## config.mk

```make
export PLATFORM = sky130hd
export DESIGN_NAME = nfu2_seq
export DESIGN_NICKNAME = d
export VERILOG_FILES = /design/src/rtl/nfu2_seq.sv
export SDC_FILE = /design/constraint.sdc
export NUM_CORES = 1
export LEC_CHECK = 0
export ABC_CLOCK_PERIOD_IN_PS = 2650
export CORE_AREA = 2 2 218 220
export DETAILED_ROUTE_END_ITERATION = 16
export DIE_AREA = 0 0 220 222
export PLACE_DENSITY = 0.67
export SLEW_MARGIN = 20
export SYNTH_ARGS = -nofsm -noshare
export SYNTH_HDL_FRONTEND = slang
export SYNTH_SLANG_ARGS = --single-unit
```

## constraint.sdc

```tcl
create_clock -name clk -period 2.65 [get_ports clk]
set_input_delay 0.53 -clock clk [delete_from_list [all_inputs] [get_ports clk]]
set_output_delay 0.53 -clock clk [all_outputs]
set_load 0.05 [all_outputs]
```

## src/rtl/nfu2_seq.sv

```systemverilog
// Accumulation sequencer for the NFU-2 stage: streams K packed groups through an
// external combinational adder tree and sums the tree outputs into one result.
module nfu2_seq #(
  parameter int unsigned N     = 16,
  parameter int unsigned Tn    = 16,
  parameter int unsigned NxTn  = 256,
  parameter int unsigned CNT_W = 16
) (
  input  logic            clk,
  input  logic            rst,
  input  logic            i_start,
  input  logic [CNT_W-1:0] i_num_groups,
  input  logic [NxTn-1:0] i_vals,
  input  logic            i_vals_valid,
  output logic            o_vals_ready,
  output logic [NxTn-1:0] o_tree_vals,
  input  logic [N-1:0]    i_tree_sum,
  output logic [N-1:0]    o_res,
  output logic            o_res_valid,
  input  logic            i_res_ready,
  output logic            o_busy
);

  typedef enum logic [1:0] {
    IDLE  = 2'd0,
    ACCUM = 2'd1,
    OUT   = 2'd2
  } state_t;

  state_t           state;
  logic [CNT_W-1:0] k_reg;
  logic [CNT_W-1:0] count;
  logic [N-1:0]     acc;
  logic             stage_valid;

  logic             accept;
  logic [CNT_W-1:0] count_inc;
  logic [N-1:0]     acc_sum;

  assign accept    = i_vals_valid & o_vals_ready;
  assign count_inc = count + CNT_W'(1);
  // Unsigned modulo-2^N accumulation; wrap is intentional.
  assign acc_sum   = acc + i_tree_sum;

  // The tree operand register is the pipeline stage; stage_valid marks that
  // i_tree_sum this cycle belongs to a freshly accepted group.
  always_ff @(posedge clk) begin
    if (rst) begin
      state        <= IDLE;
      k_reg        <= '0;
      count        <= '0;
      acc          <= '0;
      stage_valid  <= 1'b0;
      o_tree_vals  <= '0;
      o_res        <= '0;
      o_res_valid  <= 1'b0;
      o_vals_ready <= 1'b0;
      o_busy       <= 1'b0;
    end else begin
      stage_valid <= 1'b0;
      case (state)
        IDLE: begin
          if (i_start) begin
            k_reg  <= i_num_groups;
            count  <= '0;
            acc    <= '0;
            o_busy <= 1'b1;
            if (i_num_groups == '0) begin
              state        <= OUT;
              o_res        <= '0;
              o_res_valid  <= 1'b1;
              o_vals_ready <= 1'b0;
            end else begin
              state        <= ACCUM;
              o_vals_ready <= 1'b1;
            end
          end
        end

        ACCUM: begin
          if (accept) begin
            for (int unsigned j = 0; j < Tn; j++) begin
              o_tree_vals[N*j +: N] <= i_vals[N*j +: N];
            end
            stage_valid  <= 1'b1;
            count        <= count_inc;
            o_vals_ready <= (count_inc < k_reg);
          end
          if (stage_valid) begin
            acc <= acc_sum;
            // Final group's sum is in flight: publish it directly.
            if (count == k_reg) begin
              state       <= OUT;
              o_res       <= acc_sum;
              o_res_valid <= 1'b1;
            end
          end
        end

        OUT: begin
          if (i_res_ready) begin
            state       <= IDLE;
            o_res_valid <= 1'b0;
            o_busy      <= 1'b0;
          end
        end

        default: begin
          state        <= IDLE;
          o_res_valid  <= 1'b0;
          o_vals_ready <= 1'b0;
          o_busy       <= 1'b0;
        end
      endcase
    end
  end

endmodule

```

======== Yosys cells after proc, flatten, opt, wreduce, memory -nomap -nowiden ========
Index checks and enable logic that the tools add are counted.
Widths: inputs -> output; s select.
storage, ports and cells
  register bits ........................... 326
  word-level logic and storage cells ...... 67
  output and inout port bits .............. 275
cells by class
  bitwise gates (word level) .............. 3
  magnitude comparators ................... 1
  muxes and demuxes ....................... 29
  reduce and logical (&&, ||, !) cells .... 13
  equal/unequal tests ..................... 9
  add/sub/neg operators ................... 2
operators by type and width
  kind                   number
  $mux 16                7
  $pmux 16 s2            3
  $add 16x1->16 const B  1
  $add 16x16->16         1
  $eq 16x16->1           1
  $logic_not 16->1       1
  $lt 16x16->1           1
  $ne 2x2->1 const B     6
  $reduce_and 3->1       4
  $mux 1                 10
  $mux 2                 5
  $reduce_and 5->1       2
  $pmux 1 s3             3
  $pmux 2 s3             1
  $reduce_and 2->1       2
  $reduce_and 4->1       1
  $eq 2x1->1 const B     1
  $eq 2x2->1 const B     1
  $logic_not 2->1        1
  $not 1->1              2
  $reduce_bool 2->1      1
  $reduce_or 2->1        1
  $and 1x1->1            1

======== Depth between registers and ports, before layout ========
  depth after elaboration ................. 4
  depth in mapped cells ................... 12

======== Worst setup path after synthesis ========
No wires, ideal clock.
  kind .................................... flip-flop to flip-flop
  start ................................... register count[0]
  end ..................................... register o_vals_ready
  path slack .............................. 122 ps
  arrival time ............................ 2,453 ps
  buffers on the path ..................... 0
  cell stages (with the launch flop) ...... 13
  setup time .............................. 75 ps
  cell sequence ........................... dfxtp_1 ha_1 nand3_1 nor3_2 and3_1 xor2_1 ha_1 a21o_1 a211oi_1 nand2_1 nand3_1 o21ai_0 o22ai_1
on the way
  longest elaborated chain between the ends .. 4
ends and longest elaborated chain
  element                   line  RTL
  start: declaration        32    logic [CNT_W-1:0] count;
  start signal: assignment  86    count <= count_inc;
  $add 16x1->16             41    assign count_inc = count + CNT_W'(1);
  $lt 16x16->1              87    o_vals_ready <= (count_inc < k_reg);
  $mux 1                    81    if (accept) begin
  $pmux 1 s3                61    case (state)
  end signal: assignment    87
  end: declaration          15    output logic o_vals_ready,
Every way passes these cells. The select of a mux whose other input is x is not followed.
A chain may end at the register's enable or synchronous reset.

======== Final worst setup path ========
  start ................................... register count[3]
  end ..................................... register o_vals_ready
Same word-level chain as after synthesis.

==> results.txt <==
The deepest level of the CTS H-tree came out at 2. The remaining routing DRC violations came out at 0. STA classifies the critical path startpoint as a flip-flop. In the global route stage, overall resource usage came out at 0.186. The sum of negative setup slack is 0 ns. The synthesis-to-layout area growth came out at 59.4%. The first global-routing pass estimated a little over 70 mm of wire.

The via count of the first global-routing pass came out at ~13,000. The worst supply voltage drop on vdd came out at 0.489 mV. The number of stages on the worst hold path came out at 2.

The die is between 200 and 250 um wide. The net count of the finished layout is between 2,000 and 3,000. The average cell area after synthesis is between 7 and 8 um^2.

Setup slack closes at 0.206 ns. The area used by multi-input combinational logic is between 6000 and 7000 um^2. The clock slew at the register clock pins of the worst setup and hold paths is roughly 0.060 ns. Dividing the final minimum period by the clock period gives 0.922. The maximum number of pins on one net before global-route repair is ~130. Summed over all cells, the static leakage comes to between 7 and 8 nW.

After the first detailed-routing iteration, the DRC count stood at 680. The library cell used most frequently in the layout, excluding fill and tap cells, is sky130_fd_sc_hd__nand2_1. The final weighted congestion in routability-driven placement came out at 0.892. The number of antenna violations at the first check in global routing was 6. The final-layout worst hold slack is around 0.35 ns.

For the pin with the worst max-slew slack, the measured transition is ~1.1 ns. The critical path data arrival time came out at about 2.9 ns. The post-detailed-routing wire length is ~48 mm.

The count of TritonRoute iterations in the first routing pass came out at 5. Once layout is complete, the utilization of the core stands at 0.450. The required time of the worst setup path is between 3 and 4 ns. STA classifies the critical path endpoint as a flip-flop. Dividing the detail-routed via count by the number of cells gives between 4 and 5. The number of different library cells used by synthesis comes to 60. In the synthesized netlist, the number of instances is about 1,700. The full die area is ~49,000 um^2. The count of state elements after synthesis is between 300 and 400.

Once the clock tree was built, the setup fixing pass inserted 0 buffers. Of the cells placed in the final design, the portion with a size suffix greater than 1 is 0.0597. The startpoint identified for the worst register-to-register timing path is count[3]$_SDFFE_PP0P_. The share of the yosys chip area belonging to registers came out at 0.500. The initial cell density of the core is 0.282. The source-to-sink clock delay at the later pin of the worst-skew pair is between 0.5 and 0.6 ns. The total placed instance area is slightly below 20,000 um^2. The total grt overflow came out at 0. The count of filler cells inserted in the layout is around 4,500. Setup slack on the worst reg-to-reg path comes out at ~0.21 ns. The area taken by flip-flops and latches came out at about 6500 um^2.

After floorplanning, the core was divided into a little under 80 placement rows. The number of buffers created by CTS came out at 38. The deepest clock path buffer count is 3. TritonCTS built the clock tree.

The peak fanout along the critical path came out at 5. Setup violations remaining at the end of the flow were counted as 0. The kind of critical path is flip-flop to flip-flop. The share of synthesized flip-flops with an asynchronous set or reset came out at 0.

The max-slew violation count was 0. The areal power density over the cells is just under 600 nW/um^2. The worst hold path terminates at o_tree_vals[236]$_SDFFE_PP0P_. The flow ran to the end, and the final reports show no timing, DRC or antenna violations. The final hold violation count is 0.

The final routed wire length divided by cell count came out at approximately 17 um. The final critical path time including I/O delays and setup came out at approximately 2.4 ns. The flip-flop count of the largest register after layout is 256. The headroom to the max-slew limit is 0.279.

Setup repair after global routing left no endpoint under its margin. The netlist area before placement is between 10,000 and 15,000 um^2. The number of warnings issued by yosys came out at 0.

More flip-flops sit in one register than any other, and that register is o_tree_vals. The most used flip-flop cell after synthesis is sky130_fd_sc_hd__dfxtp_1. The count of flip-flops with a built-in enable after synthesis is 0. Detailed placement ended at an HPWL of about 35 mm. The clock sink count is between 300 and 400. Counting every net in the synthesized netlist gives approximately 2,000. During I/O placement, the number of pins put on the boundary was 568. In this run the clock root is driven by a sky130_fd_sc_hd__clkbuf_16.

The total via count after detailed routing is 13,300. Across the run, the number of max-cap violations was 0. The count of input and output buffers came out at around 570. The post-place setup slack is -0.163 ns. The path class of the tightest hold or removal check is primary input to flip-flop. The antenna violation net count after detailed routing is 0. The final setup skew is about 0.011 ns. The placeable core region came out at between 40,000 and 50,000 um^2. The worst register-to-register path ends at o_vals_ready$_SDFFE_PP0P_. The highest attainable clock frequency is 0.409 GHz. The number of cells on the worst reg-to-reg path came out at 9.

The startpoint of the worst hold path is rst. In the layout the commonest cells are 596 x sky130_fd_sc_hd__nand2_1, 566 x sky130_fd_sc_hd__clkdlybuf4s50_1, 326 x sky130_fd_sc_hd__a21oi_1. The final cell area excluding filler cells is approximately 21,000 um^2.

The overall die height is 222 um.
[timing repair]
| item | CTS | global route |
|---|---|---|
| setup endpoints to repair | 0 | 1 |
| hold buffers | 0 | 0 |
| gates resized for setup | 0 | 8 |
| hold endpoints to repair | 0 | 0 |
[metal layers]
layer / global-route usage / routed length, um / up-vias
li1: - / - / 6576
met1: 0.208 / 18500 / 6136
met3: 0.0678 / 4210 / 99
met2: 0.318 / 23200 / 451
met4: 0.0777 / 1780 / 2
met5: 0 / 13 / -
[per-stage QoR]
| stage | std cells | power (mW) |
|---|---|---|
| floorplan | 1659 | 6.11 |
| global placement | 2770 | 6.98 |
| detailed placement | 2770 | 7.00 |
| CTS | 2836 | 12.2 |
| global route | 2839 | 12.5 |
| finish | 2841 | 12.0 |
[cell type report]
cell class,count,area share
multi-input combinational,1199,0.289
inverter,20,0.00361
antenna,5,0.000601
timing repair buffer,618,0.299
clock inverter,11,0.00433
clock buffer,55,0.0536
sequential,326,0.314
tap,607,0.0365
[cell families after synthesis]
logic type,after synthesis,share of synthesized area
DFF,326,0.500
adders and majority gates,33,0.0322
and+or+nand+nor,723,0.228
xor gates and xnor gates,41,0.0286
muxes,1,0.000767
buffers and inverters,134,0.0433
AOI/OAI and AO/OA,401,0.167
[cell usage after synthesis (all sizes together), types with 2 or more instances]
library cell	instances	area share
nor2b	5	0.0024
o41ai	4	0.0038
nand3	23	0.0098
nand4	12	0.0062
buf	45	0.018
nand2	596	0.17
and3	9	0.0044
a22o	4	0.0027
nor4	10	0.0079
and2	2	0.00096
nor2	41	0.012
a21o	12	0.0069
o21ai	25	0.0096
a31oi	3	0.0014
nand2b	3	0.0014
a21boi	2	0.0012
a21oi	327	0.13
dfxtp	326	0.50
o211ai	4	0.0023
or3	4	0.0019
clkbuf	69	0.020
a311o	2	0.0015
nand3b	5	0.0029
nor4b	2	0.0013
o21a	2	0.0012
inv	20	0.0058
o22ai	2	0.00096
a22oi	3	0.0017
xor2	29	0.019
nor3	6	0.0027
a211oi	4	0.0023
ha	32	0.031
xnor2	11	0.0074
or4	2	0.0012
[report_power, final]
part | switching, mW | internal [mW] | total [mW] | leakage (nW)
Sequential | 0.0877 | 5.04 | 5.13 | 2.64
Clock | 2.08 | 3.02 | 5.09 | 0.598
Combinational | 0.984 | 0.790 | 1.77 | 4.21
[how the worst max path moves through the flow]
stage	start	endpoint	slack [ns]	cells past startpoint
6_report	count[3]$_SDFFE_PP0P_	o_vals_ready$_SDFFE_PP0P_	0.21	9
3_3_place_gp	i_tree_sum[0]	o_res[12]$_SDFFE_PP0P_	-0.14	10
4_1_cts	count[0]$_SDFFE_PP0P_	o_vals_ready$_SDFFE_PP0P_	0.02	12
5_1_grt	count[3]$_SDFFE_PP0P_	o_vals_ready$_SDFFE_PP0P_	0.02	11
2_1_floorplan	count[0]$_SDFFE_PP0P_	o_vals_ready$_SDFFE_PP0P_	0.12	12
3_5_place_dp	i_tree_sum[0]	o_res[12]$_SDFFE_PP0P_	-0.16	10
[critical path, stage by stage (launching register included)]
cell and delay [ns]:
sky130_fd_sc_hd__dfxtp_1 0.41, sky130_fd_sc_hd__nand3_4 0.15, sky130_fd_sc_hd__nor3_2 0.22, sky130_fd_sc_hd__nand3_1 0.12
sky130_fd_sc_hd__xnor2_1 0.27, sky130_fd_sc_hd__ha_1 0.30, sky130_fd_sc_hd__and4_1 0.20, sky130_fd_sc_hd__a2111oi_0 0.43
sky130_fd_sc_hd__nand4_1 0.16, sky130_fd_sc_hd__o22ai_1 0.12
Note: power is estimated with default switching activity, not from simulation.
==> variant, RTL diff (same settings) <==
The parameter `CNT_W` goes from 16 to 32.
--- a/src/rtl/nfu2_seq.sv
+++ b/src/rtl/nfu2_seq.sv
@@ -4,7 +4,7 @@
   parameter int unsigned N     = 16,
   parameter int unsigned Tn    = 16,
   parameter int unsigned NxTn  = 256,
-  parameter int unsigned CNT_W = 16
+  parameter int unsigned CNT_W = 32
 ) (
   input  logic            clk,
   input  logic            rst,
Ports: changed (resized i_num_groups); port bits go from 568 to 584. The function was not compared with the original's and may differ.
==> variant against the original RTL <==
- the run now ends with setup timing left
- setup slack worse by 0.31 ns
- area after synthesis is 15% higher
- design area increased by 15%
- total power increased by 11%
- critical path depth up 4
- combinational power up 18%
- die area stayed put
- sequential cell count is 32 higher
- routed wire length is 15% higher
- clock power rose by 11%
- critical endpoint unchanged
- largest power group unchanged
==> variant: results <==
export IMPL_status="complete, but fails checks"
export IMPL_violations="setup timing"
export IMPL_cts_sinks=358
export IMPL_grt_pass1_vias=15300
export IMPL_synth_cell_types=61
export IMPL_grtUsageMet2_pct=37.5
export IMPL_vias=15600
export IMPL_hold_end="count[26]"
export IMPL_reg2reg_depth=13
export IMPL_cts_buffers=41
export IMPL_grt_pass1_wl_mm=83.2
export IMPL_crit_arrival_ns=3.20
export IMPL_gp_congestion=0.929
export IMPL_n_antenna_cell=0
export IMPL_drtIter0Drc=805
export IMPL_grt_usage_pct=21.7
export IMPL_nNetsFinal=2943
export IMPL_skew_ns=0.0299
export IMPL_leakage_nw=9.02
export IMPL_setup_viol=1
export IMPL_use_met3_pct=6.47
export IMPL_placed_area_um2=22400
export IMPL_yosys_area_share_xor_xnor_pct=4.29
export IMPL_nFillCells=4329
export IMPL_yosysSeqAreaShare_pct=47.6
export IMPL_crit_path_top_delay_cell="dfxtp_2"
export IMPL_fin_tns_setup_ns=-0.107
export IMPL_clock_latency_ns=0.57
export IMPL_worst_slack_ns=-0.107
export IMPL_timing_rr_start="count[2]"
export IMPL_antenna_found_initial=5
export IMPL_portBuffers=583
export IMPL_drive_gt1_share_pct=11.1
[variant: cell types whose count changed in the layout (fill, tap and decap cells not counted), sizes merged, moves of 9 or more]
| cell | delta |
|---|---|
| a21oi | +9 |
| xnor2 | +12 |
| nor2 | +38 |
| xor2 | +20 |
| inv | +19 |
| buf | +115 |
| nor3 | +12 |
| ha | +16 |
| nand2 | +37 |
| nor4 | +9 |
| clkdlybuf4s50 | +16 |
| dfxtp | +32 |
| o21ai | +14 |
[variant: power by group]
part | internal [mW] | switching, mW | total, mW
logic | 0.948 | 1.13 | 2.08
registers | 5.54 | 0.108 | 5.64
clock network | 3.30 | 2.33 | 5.64
[variant: cell families after synthesis]
kind of cell	Yosys count
compound gates	438
buf+inv	169
fa+ha+maj	49
xor+xnor	72
simple gates	827
flops	358
mux	9
[variant: worst max-delay path by stage]
stage	start	endpoint
2_1_floorplan	count[2]	o_vals_ready
3_3_place_gp	i_tree_sum[0]	acc[12]
3_5_place_dp	i_tree_sum[0]	acc[12]
4_1_cts	count[2]	o_vals_ready
5_1_grt	count[2]	o_vals_ready
6_report	count[2]	o_vals_ready
[variant: critical path: cells and delay by family (launching register included)]
kind / cells / cell delay (ns)
DFF: 1 / 0.32
xor gates and xnor gates: 1 / 0.06
AOI/OAI and AO/OA: 2 / 0.23
and+or+nand+nor: 7 / 1.38
buffers and inverters: 2 / 0.31
adders and majority gates: 1 / 0.32
[variant: layout make-up]
type / instances / area (µm²) / share of cell area [%]
Timing Repair Buffer: 749 / 7220 / 30.1
Tap cell: 607 / 759 / 3.17
Sequential cell: 358 / 7180 / 29.9
Inverter: 40 / 150 / 0.626
Clock inverter: 14 / 176 / 0.735
Clock buffer: 59 / 1140 / 4.77
Multi-Input combinational cell: 1395 / 7370 / 30.7
[variant: repair_timing]
item	4_1_cts	5_1_grt
setup endpoints to repair	1	16
pin swaps	25	5
gates resized for setup	29	15
buffers inserted	11	2
[variant: layer usage]
metal  share of wire (%)  up-vias
met2                  49      534
met3                 8.4      119
met5                0.12        -
li1                    -     7681
met4                 3.8       10
met1                  39     7224
[variant: metrics by stage]
| stage | setup slack, ns | instances |
|---|---|---|
| 6_report | -0.107 | 3222 |
| 5_1_grt | -0.264 | 3222 |
| 4_1_cts | -0.0671 | 3220 |
| 3_5_place_dp | -0.522 | 3137 |
| 3_3_place_gp | -0.518 | 3137 |
| 2_1_floorplan | 0.00445 | 1922 |
